==> config.mk <==
export PLATFORM = sky130hd
export DESIGN_NAME = spi_controller
export DESIGN_NICKNAME = d
export VERILOG_FILES = /design/src/rtl/spi_controller.sv
export SDC_FILE = /design/constraint.sdc
export NUM_CORES = 1
export LEC_CHECK = 0
export CAP_MARGIN = 0
export CORE_ASPECT_RATIO = 0.7
export CORE_MARGIN = 2
export CORE_UTILIZATION = 47
export CTS_BUF_LIST = sky130_fd_sc_hd__clkbuf_4 sky130_fd_sc_hd__clkbuf_8
export DETAILED_ROUTE_END_ITERATION = 8
export PLACE_DENSITY_LB_ADDON = 0.12
export SLEW_MARGIN = 5
export SYNTH_ARGS = -nofsm -noshare
export SYNTH_HDL_FRONTEND = slang
export SYNTH_SLANG_ARGS = --single-unit
==> constraint.sdc <==
create_clock -name clk -period 2.65 [get_ports clk]
set_input_delay 0.3975 -clock clk [delete_from_list [all_inputs] [get_ports clk]]
set_output_delay 0.3975 -clock clk [all_outputs]
set_load 0.02 [all_outputs]
==> src/rtl/spi_controller.sv <==
// spi_controller: Wishbone B4 classic slave bridging to a mode-0, MSB-first, 8-bit SPI master.
// Registers: 0 DATA (tx/rx byte), 1 STATUS {rx_valid, busy}, 2 DIV (SCLK half-period = DIV+1), 3 unmapped.
module spi_controller #(
    parameter int DATA_WIDTH  = 32,
    parameter int ADDR_WIDTH  = 32,
    parameter int DEFAULT_DIV = 4
) (
    input  logic                  clk,
    input  logic                  rst,
    input  logic                  CYC,
    input  logic                  STB,
    input  logic                  WE,
    input  logic [ADDR_WIDTH-1:0] ADR,
    input  logic [DATA_WIDTH-1:0] DAT_O,
    output logic [DATA_WIDTH-1:0] DAT_I,
    output logic                  ACK,
    output logic                  ERR,
    output logic                  SCLK,
    output logic                  MOSI,
    input  logic                  MISO,
    output logic                  CS
);
    typedef enum logic [2:0] {IDLE, LEAD, HIGH, LOW, DONE} state_t;
    state_t state_q, state_d;
    logic [7:0] cnt_q, cnt_d, fdiv_q, fdiv_d, div_q, div_d, sh_q, sh_d, rx_q, rx_d;
    logic [3:0] bit_q, bit_d;
    logic rx_valid_q, rx_valid_d, sclk_q, sclk_d, mosi_q, mosi_d, cs_q, cs_d;
    logic ack_q, ack_d, err_q, err_d;
    logic [DATA_WIDTH-1:0] dat_q, dat_d;
    logic [1:0] sel;
    logic req, busy, acc, start, rd_acc, unused;

    assign sel    = ADR[3:2];
    assign unused = &{1'b0, ADR[ADDR_WIDTH-1:4], ADR[1:0], DAT_O[DATA_WIDTH-1:8]};
    assign req    = CYC & STB;
    assign busy   = state_q inside {LEAD, HIGH, LOW};
    // A DATA write during a frame is held off (no ACK) until the shifter is free.
    assign acc    = req & ~ack_q & ~err_q & ~(WE & (sel == 2'd0) & busy);
    assign start  = acc & WE & (sel == 2'd0);
    assign rd_acc = acc & ~WE;

    always_comb begin
        ack_d      = req & (ack_q | (acc & (sel != 2'd3)));
        err_d      = req & (err_q | (acc & (sel == 2'd3)));
        dat_d      = !rd_acc ? dat_q :
                     sel == 2'd0 ? DATA_WIDTH'(rx_q) :
                     sel == 2'd1 ? DATA_WIDTH'({rx_valid_q, busy}) :
                     sel == 2'd2 ? DATA_WIDTH'(div_q) : '0;
        div_d      = (acc & WE & (sel == 2'd2)) ? DAT_O[7:0] : div_q;
        rx_valid_d = rx_valid_q & ~(rd_acc & (sel == 2'd0));
        state_d    = state_q;
        cnt_d      = cnt_q;
        fdiv_d     = fdiv_q;
        sh_d       = sh_q;
        rx_d       = rx_q;
        bit_d      = bit_q;
        sclk_d     = sclk_q;
        mosi_d     = mosi_q;
        cs_d       = cs_q;
        case (state_q)
            IDLE, DONE: begin
                state_d = IDLE;
                if (start) begin
                    state_d = LEAD;
                    sh_d    = DAT_O[7:0];
                    mosi_d  = DAT_O[7];
                    cs_d    = 1'b0;
                    bit_d   = 4'd0;
                    cnt_d   = div_q;
                    fdiv_d  = div_q;
                end
            end
            LEAD, LOW: begin
                if (state_q == LOW && bit_q == 4'd8) begin
                    state_d    = DONE;
                    rx_d       = sh_q;
                    rx_valid_d = 1'b1;
                    cs_d       = 1'b1;
                    mosi_d     = 1'b0;
                end else if (cnt_q == 8'd0) begin
                    // Rising edge: sample MISO into the LSB as the shifter moves up.
                    state_d = HIGH;
                    sclk_d  = 1'b1;
                    sh_d    = {sh_q[6:0], MISO};
                    cnt_d   = fdiv_q;
                end else begin
                    cnt_d = cnt_q - 8'd1;
                end
            end
            HIGH: begin
                if (cnt_q == 8'd0) begin
                    state_d = LOW;
                    sclk_d  = 1'b0;
                    mosi_d  = (bit_q != 4'd7) & sh_q[7];
                    bit_d   = bit_q + 4'd1;
                    cnt_d   = fdiv_q;
                end else begin
                    cnt_d = cnt_q - 8'd1;
                end
            end
            default: state_d = IDLE;
        endcase
    end

    always_ff @(posedge clk) begin
        if (rst) begin
            state_q    <= IDLE;
            cnt_q      <= '0;
            fdiv_q     <= '0;
            div_q      <= 8'(DEFAULT_DIV);
            sh_q       <= '0;
            rx_q       <= '0;
            bit_q      <= '0;
            rx_valid_q <= 1'b0;
            sclk_q     <= 1'b0;
            mosi_q     <= 1'b0;
            cs_q       <= 1'b1;
            ack_q      <= 1'b0;
            err_q      <= 1'b0;
            dat_q      <= '0;
        end else begin
            state_q    <= state_d;
            cnt_q      <= cnt_d;
            fdiv_q     <= fdiv_d;
            div_q      <= div_d;
            sh_q       <= sh_d;
            rx_q       <= rx_d;
            bit_q      <= bit_d;
            rx_valid_q <= rx_valid_d;
            sclk_q     <= sclk_d;
            mosi_q     <= mosi_d;
            cs_q       <= cs_d;
            ack_q      <= ack_d;
            err_q      <= err_d;
            dat_q      <= dat_d;
        end
    end

    assign DAT_I = dat_q;
    assign ACK   = ack_q;
    assign ERR   = err_q;
    assign SCLK  = sclk_q;
    assign MOSI  = mosi_q;
    assign CS    = cs_q;
endmodule

# == Yosys cells after proc, flatten, opt, wreduce, memory -nomap -nowiden ==
# Cells that the tools add are included.
# W data, S select, Z words.
# op_classes
addsub,2
n_eq_ne,16
muxes,32
n_bitwise,24
n_reduce_logical,20
# op_table
operator,count
$mux W8,9
$pmux W8 S3,1
$and A1 B1 Y1,17
$pmux W8 S2,1
$reduce_and A4 Y1,3
$mux W1,11
$ne A2 B2 Y1 const B,5
$mux W3,3
$pmux W3 S3,1
$reduce_and A3 Y1,3
$logic_not A8 Y1,1
$mux W4,2
$pmux W4 S2,1
$sub A8 B1 Y8 const B,1
$eq A3 B2 Y1 const B,2
$reduce_and A2 Y1,3
$reduce_bool A2 Y1,3
$reduce_bool A3 Y1,2
$not A1 Y1,5
$add A4 B1 Y4 const B,1
$eq A2 B2 Y1 const B,2
$eq A4 B4 Y1 const B,1
$ne A4 B3 Y1 const B,1
$pmux W1 S2,2
11 further kinds,13
# word_totals
register_bits,85
inputBits,70
out_inout_bits,37
word_cells,108

# == Longest topological paths before layout ==
# Gate-level depths: netlist of run 1.
# depth
ltp_word,11
depth_mapped,8
depth_no_buf,7

# == Worst setup path before layout of run 1 ==
# OpenSTA, ideal clock, no wires.
# synth_path
path_kind,register -> register
from,reg cnt_q[0]
to,reg bit_q[3]
setup_ps,65
arrival_ps,2076
required_ps,2585
setup_slack_ps,509
stages_incl_launch_ff,8
path_buffers,0
period_less_slack_ps,2141
path_cell_list,dfxtp_1 -> inv_1 -> ha_1 -> or4b_4 -> nor4_4 -> and4_1 -> mux2_1 -> nor2_1
# synth_via
elab_chain_len,3
# synth_rtl
element,line,text
start: declaration,25,"logic [7:0] cnt_q, cnt_d, fdiv_q, fdiv_d, div_q, div_d, sh_q, sh_d, rx_q, rx_d;"
start signal: assignment,123,cnt_q <= cnt_d;
$logic_not A8 Y1,91,if (cnt_q == 8'd0) begin
$ne A2 B1 Y1 (no source line),n/a,
$reduce_and A3 Y1 (no source line),n/a,
end signal: assignment,128,bit_q <= bit_d;
end: declaration,26,"logic [3:0] bit_q, bit_d;"
# No other way between the ends.
# A chain may end at the register's enable or synchronous reset.

# == Final worst setup path of run 1 ==
# Same ends and word-level chain as after synthesis.

==> impl_metrics.toml, run 1 <==
[critical_path]
cp-end-kind = "flop"
critical_path_buf_inv_count = 1
cp_num_cells = 7
crit_start = "cnt_q[0]"
r2r-end = "bit_q[3]"
rr_worst_depth = 7
cp_top_family = "simple AND/OR/NAND/NOR gates"
worstPathArrival_ns = 2.62
crit_fanout = 7
rr_startpoint = "cnt_q[0]"
required_ns = 2.93
crit_slowest_cell = "or4b_4"
cp_cell_sequence = "inv_1 > ha_1 > or4b_4 > nor4_4 > and4_1 > mux2_1 > nor2_1"
rrSetupSlack_ns = 0.31
cp-start-kind = "flop"
slowest_delay_ns = 0.55
path_class = "reg -> reg"
endpoint = "bit_q[3]"

[power_and_ir_drop]
power.leakage_nw = 1.438
ir_worst_vdd_uv = 453.2
p_per_area_mw_per_mm2 = 873.0
p_total_mw = 3.059

[timing]
period_share = 0.8831
finalSetupViolCount = 0
fin_tns_setup_ns = 0
max_freq_ghz = 0.4273
fin_crit_ns = 2.340
tightest_slew_ns = 0.8552
rsz0062_at_grt = "no"
clock_skew_ns = 0.006921
finalWorstSetupSlack_ns = 0.3098
final_max_slew_viol_count = 0
hold_viol_final = 0
slew_headroom = 0.4295
whs_ns = 0.4570

[die]
die_y_um = 71.58
rows = 24
core_mm2 = 0.006276
dieArea_mm2 = 0.007197
start_util = 0.4886
die_w_um = 100.5
ioPinCount = 107

[clocking]
htree_levels = 3
clock_sinks = 61
post-cts-setup-buffers = 0
clock_latency_ns = 0.34
post_cts_resized = 0
cts_tree = "done"
clockRootBuffer = "clkbuf_8"
cts_made_buffers = 9
clk_pin_slew_ns = 0.07
clk_path_buf_depth = 2
cts_hold_buffers = 0

[place]
place_ws_ns = 0.2886
place.gp.congestion = 0.8275
placed_cell_area_mm2 = 0.003334
dpl.hpwl_mm = 4.961
io_buffers = 28

[logic_synthesis]
synth_cell_types = 56
syn-cell-area_mm2 = 0.003067
synth-edff-count = 0
synth_flop_cell = "dfxtp_1"
synth_cells = 355
synthArstFlopShare = 0
avgSynthCellArea_um2 = 8.639
synth-seq-cells = 61
ys_seq_area_frac = 0.3982
ys_warn_count = 0

[detailed_routing]
ant_nets = 0
drc = 0
wl_mm = 7.016
vias = 2495
wl_per_cell_um = 15.09
viasPerCell = 5.366
drtIter0Drc = 90
dr.pass1.iters = 4

[worst_hold_path]
min_path_type = "reg -> reg"

[global_route]
grt_antenna_before_repair = 0
grtUsageTotal = 0.2134
grt_pass1_wl_mm = 11.66
grt_max_degree = 26
grt_pass1_vias = 2313
overflow = 0

[layout]
syn_to_final_growth_pct = 14.28
fin_nets = 457
final_cell_area_mm2 = 0.003505
multiInputGateArea_mm2 = 0.001647
ff_latch_area_mm2 = 0.001221
final_common_cell = "dfxtp_1"
drive_gt1_frac = 0.1111
final_cell_mix = "dfxtp_1, nor2_1, nand2_1, mux2i_1, clkdlybuf4s50_1"
diodes = 0
nFillCells = 612

[run]
drv_cap = 0

[run_status]
status = "completed"
## report_power, final
group / switching [mW] / internal, mW
clock network: 0.343 / 0.388
registers: 0.129 / 1.02
logic: 0.712 / 0.464
## per-stage QoR
stage,utilization,instances
after detailed placement,0.5313,450
after global routing,0.5584,465
final,0.5584,465
after CTS,0.5584,465
after floorplan,-,378
after global placement,0.5313,450
## layout make-up
class                      count  share of cell area
timing repair buffer          38             0.09996
clock buffer                  13             0.04570
inverter                       5            0.005355
clock inverter                 2            0.002856
sequential                    61              0.3484
multi-input combinational    268              0.4698
tap                           78             0.02785
## cell usage after synthesis (7+ instances only)
master	count	share of area
clkbuf_1	16	0.020
nand2_1	34	0.042
a211oi_1	7	0.017
nor3_1	13	0.021
mux2i_1	34	0.11
buf_4	24	0.059
dfxtp_1	61	0.40
nor2_1	60	0.073
o21ai_0	8	0.013
a21oi_1	24	0.039
## registers in the layout (all words and copies together), names as in the netlist
signal,flops
rx_valid_q,1
DAT_I,8
fdiv_q,8
bit_q,4
MOSI,1
CS,1
sh_q,8
div_q,8
state_q,3
ACK,1
SCLK,1
cnt_q,8
ERR,1
rx_q,8
## routing by layer
layer  share of wire  up-vias  global-route usage
li1                -     1254                   -
met1            0.51     1174              0.2979
met2            0.43       62              0.3154
met3           0.050        5             0.06244
met4          0.0073        0             0.07763
met5               0        -                   0
## worst min-delay path by stage
| stage | from | to | slack, ns | cells past startpoint |
|---|---|---|---|---|
| global route | rx_q[0] | rx_q[0] | 0.48 | 2 |
| CTS | state_q[2] | state_q[1] | 0.45 | 1 |
| global placement | state_q[2] | state_q[1] | 0.43 | 1 |
| detailed placement | state_q[2] | state_q[1] | 0.45 | 1 |
| floorplan | state_q[2] | state_q[1] | 0.42 | 1 |
| finish | state_q[2] | state_q[1] | 0.46 | 1 |
## worst reg2reg max path, stage by stage, from the launching register on
cell	delay (ns)
dfxtp_1	0.37
inv_1	0.12
ha_1	0.24
or4b_4	0.55
nor4_4	0.37
and4_1	0.25
mux2_1	0.32
nor2_1	0.08
## kinds of logic after synthesis
| family | after synthesis | synth area share |
|---|---|---|
| other cells | 1 | 0.001223 |
| xor+xnor | 1 | 0.002856 |
| compound gates | 67 | 0.1542 |
| mux | 36 | 0.1183 |
| simple gates | 136 | 0.2158 |
| flops | 61 | 0.3982 |
| fa+ha+maj | 4 | 0.01632 |
| buf+inv | 49 | 0.09302 |
Power figures use the tool's default switching activity.
==> run 2, diff against run 1 <==
--- a/config.mk
+++ b/config.mk
@@ -11,6 +11,7 @@
 export CORE_UTILIZATION = 47
 export CTS_BUF_LIST = sky130_fd_sc_hd__clkbuf_4 sky130_fd_sc_hd__clkbuf_8
 export DETAILED_ROUTE_END_ITERATION = 8
+export GPL_ROUTABILITY_DRIVEN = 0
 export PLACE_DENSITY_LB_ADDON = 0.12
 export SLEW_MARGIN = 5
 export SYNTH_ARGS = -nofsm -noshare
==> results of run 2 <==
No change in the layout: final DEF, timing and power equal those of run 1.
